<file path="src/rtl/booth_aq_shift_reg.sv">
// Combined {A,Q,q_m1} shift register and step counter for the Booth multiplier datapath.
// Define BOOTH_RADIX4_EN for radix-4 stepping (2-bit shifts, WIDTH/2 steps; WIDTH must be even).
module booth_aq_shift_reg #(
  parameter int unsigned WIDTH = 16,
  parameter int unsigned CNT_W = $clog2(WIDTH + 1)
) (
  input  logic                 clk,
  input  logic                 rst_n,
  input  logic                 clr,
  input  logic                 ld,
  input  logic [WIDTH-1:0]     q_in,
  input  logic                 a_wr,
  input  logic [WIDTH-1:0]     a_in,
  input  logic                 shift,
  output logic [WIDTH-1:0]     a_out,
  output logic [WIDTH-1:0]     q_out,
  output logic                 q_m1,
  output logic [2:0]           q_bits,
  output logic [2*WIDTH-1:0]   p_out,
  output logic [CNT_W-1:0]     count,
  output logic                 done,
  output logic                 err
);

  localparam int unsigned RW = 2 * WIDTH + 1;
`ifdef BOOTH_RADIX4_EN
  localparam int unsigned SH    = 2;
  localparam int unsigned STEPS = WIDTH / 2;
`else
  localparam int unsigned SH    = 1;
  localparam int unsigned STEPS = WIDTH;
`endif

  logic [RW-1:0]    r, r_nxt, r_src;
  logic [CNT_W-1:0] cnt, cnt_nxt;
  logic             done_nxt, err_nxt;

  // Next-state: clr > ld > {a_wr, shift}; ALU write-back feeds the shifter on the same edge
  always_comb begin
    r_nxt    = r;
    cnt_nxt  = cnt;
    done_nxt = done;
    err_nxt  = err;
    r_src    = {(a_wr ? a_in : r[RW-1:WIDTH+1]), r[WIDTH:0]};
    if (clr) begin
      r_nxt    = '0;
      cnt_nxt  = '0;
      done_nxt = 1'b0;
      err_nxt  = 1'b0;
    end else if (ld) begin
      r_nxt    = {WIDTH'(0), q_in, 1'b0};
      cnt_nxt  = CNT_W'(STEPS);
      done_nxt = 1'b0;
      err_nxt  = 1'b0;
    end else if (shift) begin
      if (cnt == '0) begin
        r_nxt   = r_src;
        err_nxt = 1'b1;
      end else begin
        r_nxt   = RW'($signed(r_src) >>> SH);
        cnt_nxt = cnt - CNT_W'(1);
        if (cnt == CNT_W'(1)) done_nxt = 1'b1;
      end
    end else begin
      r_nxt = r_src;
    end
  end

  always_ff @(posedge clk or negedge rst_n) begin
    if (!rst_n) begin
      r    <= '0;
      cnt  <= '0;
      done <= 1'b0;
      err  <= 1'b0;
    end else begin
      r    <= r_nxt;
      cnt  <= cnt_nxt;
      done <= done_nxt;
      err  <= err_nxt;
    end
  end

  // Output decodes of the state register
  assign a_out  = r[RW-1:WIDTH+1];
  assign q_out  = r[WIDTH:1];
  assign q_m1   = r[0];
  assign q_bits = r[2:0];
  assign p_out  = r[RW-1:1];
  assign count  = cnt;

endmodule

</file>
<file path="config.mk">
export PLATFORM = sky130hd
export DESIGN_NAME = booth_aq_shift_reg
export DESIGN_NICKNAME = d
export VERILOG_FILES = /design/src/rtl/booth_aq_shift_reg.sv
export SDC_FILE = /design/constraint.sdc
export NUM_CORES = 1
export LEC_CHECK = 0
export ABC_AREA = 1
export CORE_MARGIN = 4
export CORE_UTILIZATION = 38
export DETAILED_ROUTE_END_ITERATION = 10
export PLACE_DENSITY_LB_ADDON = 0.12
export RECOVER_POWER = 25
export SLEW_MARGIN = 0
export SYNTH_ARGS = -nofsm -noshare
export SYNTH_HDL_FRONTEND = slang
export SYNTH_SLANG_ARGS = --single-unit
export TNS_END_PERCENT = 1
</file>
<file path="constraint.sdc">
create_clock -name clk -period 1.3 [get_ports clk]
set_clock_uncertainty 0.05 [all_clocks]
set_input_delay 0.13 -clock clk [delete_from_list [all_inputs] [get_ports clk]]
set_output_delay 0.13 -clock clk [all_outputs]
set_load 0.005 [all_outputs]
</file>
==> flow_summary_export.csv <==
group,metric,value,unit
synth,synth_top_area_share,40.4,%
detailed_routing,dr.pass1.iters,4,
die,start_util,39.0,%
synth,synth-seq-cells,40,
setup_path,slowest_delay,0.40,ns
global_route,grt_pass1_wl,10400,um
timing,setup_violations,38,
clocking,tritoncts,"done",
synth,synthSimpleGateAreaFrac,33.1,%
run,cap_violations,0,
placement,dp_hpwl,4680,um
run_status,status,"finished, violations left",
clocking,clk_pin_slew_worst_paths,0.08,ns
clocking,cts_buffers,5,
synth,synth_fa_ha_area_share,1.01,%
clocking,clock_sinks,40,
global_route,grt_pass1_vias,2299,
timing,timing.slew.headroom,62.6,%
synth,synthMuxAreaShare,0,%
synth,syn-cell-area,2480,um^2
finish,fin_util,58.3,%
setup_path,required,1.44,ns
die,rows,29,
placement,gp_congestion,0.803,
power,swShare,28.7,%
power,cellPowerDensity,904,nW/um^2
finish,final_nets,488,
timing,fmax,716,MHz
detailed_routing,ant_nets,0,
global_route,grt_overflow,0,
detailed_routing,vias_per_cell,4.54,
clocking,htreeDepth,2,
timing,final_max_slew_viol_count,0,
setup_path,crit_path_top_delay_cell,"dfrtp_1",
power,p_comb_share,28.5,%
setup_path,arrival,1.53,ns
power,leakage,0.00222,uW
clocking,clockBufferDepth,2,
timing,fin_crit,1.40,ns
finish,final_cell_area,3700,um^2
setup_path,worstSetupPathType,"register to register",
clocking,cts_root_buf,"clkbuf_8",
timing,hold_viol_final,0,
power,power_frac_seq,41.4,%
placement,dpl_cell_area,3590,um^2
die,die_h,88.7,um
setup_path,cp_common_cell,"buf_6",
timing,worst_slew_pin_slew,0.561,ns
power,ir_worst_vdd,0.446,mV
synth,ys_seq_area_share,40.4,%
power,internal_power,2390,uW
worst_hold_path,min_path_type,"input port to register",
detailed_routing,via_count,2386,
run_status,violations,"setup timing",
synth,synthDistinctLibCells,23,
die,die-area,7870,um^2
placement,io_buffers,112,
detailed_routing,drt-total-wl,6580,um
die,boundaryPins,113,
setup_path,crit_path_start_kind,"register",
power,p_switching,963,uW
detailed_routing,wl_per_cell,12.5,um
synth,synthXorXnorAreaFrac,0.354,%
global_route,antenna_found_initial,0,
setup_path,crit_chain,"buf_6 -> nor2_4 -> nand3_4 -> nand2_4 -> nand2_8 -> buf_6 -> nand3_2 -> nand2_1",
detailed_routing,drtIter0Drc,59,
synth,yosys.area.top_type,"dfrtp_1",
finish,antennaDiodeCount,0,
synth,syn_inst,346,
setup_path,path_max_fanout,4,
detailed_routing,drc,0,
die,coreArea,6350,um^2
timing,post-route-period-util,107,%
synth,synth_top_family_by_area,"simple AND/OR/NAND/NOR gates",
finish,syn_to_final_growth,49.5,%
global_route,grt_max_degree,41,
timing,fin_ws,-0.0961,ns
clocking,clk_latency,0.29,ns
finish,final_common_cell,"nand2_1",
synth,syn_area_per_cell,7.16,um^2
setup_path,crit_path_end_kind,"register",
synth,yosys-top-cells-area,"dfrtp_1, nand2_1, buf_4",
synth,synth_nets,386,
die,die_w,88.7,um
global_route,grt_usage,16.8,%
timing,rsz0062_at_grt,"true",
synth,synth_compound_area_share,6.26,%
power,power_frac_clock,30.0,%
finish,post_route_cells_drive_above_1_share,13.6,%
finish,final_cell_mix,"nand2_1, dlygate4sd2_1, dfrtp_1, clkdlybuf4s50_1, inv_1",
synth,yosysWarnings,0,
## cell type report
class                           instances  area (um^2)
Fill cell                             646         2650
Timing Repair Buffer                  142         1290
Multi-Input combinational cell        227         1060
Sequential cell                        40         1000
Inverter                               31          129
Tap cell                               77         96.3
Clock buffer                            6         72.6
Clock inverter                          2         35.0
Timing Repair inverter                  1         16.3
## path summary, 6_finish.rpt
check                               from        to  slack [ns]  depth (start not counted)
max in group asynchronous          rst_n     r[19]        0.40                          3
worst min-delay path            a_in[15]     r[32]        0.38                          3
worst min register to register      done      done        0.47                          2
worst max register to register  count[2]  count[4]        -0.1                          8
min in group asynchronous          rst_n      done        0.41                          3
worst max-delay path            count[2]  count[4]        -0.1                          8
## cells in the mapped netlist
cell type	number
a21oi_1	3
buf_2	6
buf_4	38
buf_6	2
clkbuf_1	2
clkinv_1	1
clkinv_4	1
dfrtp_1	40
ha_1	2
inv_1	28
inv_2	1
nand2_1	184
nand2_2	1
nand2_4	2
nand3_1	5
nand3_4	1
nand4_1	2
nor2_1	2
nor2_4	3
nor3_1	1
o21ai_0	4
o21bai_1	16
xor2_1	1
## logic make-up (layout without fill, tap and decap cells)
logic type | after synthesis | after routing
and+or+nand+nor | 201 | 201
buffers and inverters | 79 | 182
DFF | 40 | 40
AOI/OAI and AO/OA | 23 | 23
adders and majority gates | 2 | 2
xor gates and xnor gates | 1 | 1
## flip-flops by register name (all words and copies together), names as in the netlist
register,flops
count,5
err,1
done,1
r,33
## metal layers
layer | vias to the layer above | wire [um] | track usage [%]
li1 | 1203 | - | -
met1 | 1091 | 2920 | 22.0
met2 | 86 | 3110 | 27.9
met3 | 6 | 486 | 4.10
met4 | 0 | 65 | 4.26
met5 | - | 0 | 0
## through the flow
stage	setup TNS, ns	power [uW]	cells	hold slack [ns]	setup WS [ns]
after floorplan	-1.73	1890	346	-0.216	-0.0625
after global placement	-4.72	2410	512	0.0733	-0.154
after detailed placement	-5.28	2420	512	0.0707	-0.166
after CTS	-1.30	3350	523	0.284	-0.0714
after global routing	-4.25	3540	526	0.407	-0.142
final	-2.28	3350	526	0.377	-0.0961
## what timing repair did
item	4_1_cts	5_1_grt
setup buffers	2	2
hold endpoints to repair	40	0
pin swaps	3	6
hold buffers	1	0
setup endpoints to repair	111	39
gates resized for setup	79	19
cloned	0	1
## power by group through the flow
| stage | combinational (uW) | clock [uW] | sequential, uW |
|---|---|---|---|
| 2_1_floorplan | 470 | 0 | 1420 |
| 3_3_place_gp | 991 | 0 | 1420 |
| 5_1_grt | 1060 | 1080 | 1400 |
| 6_report | 956 | 1010 | 1390 |
| 4_1_cts | 926 | 1040 | 1390 |
| 3_5_place_dp | 1000 | 0 | 1420 |
## worst max-delay path, delay by kind of cell, from the launching register on
family                 cells  cell delay (ns)
AND/OR/NAND/NOR            6             0.56
flip-flops                 1             0.40
buffers and inverters      2             0.28
No activity file was read; power rests on OpenSTA's default activity.
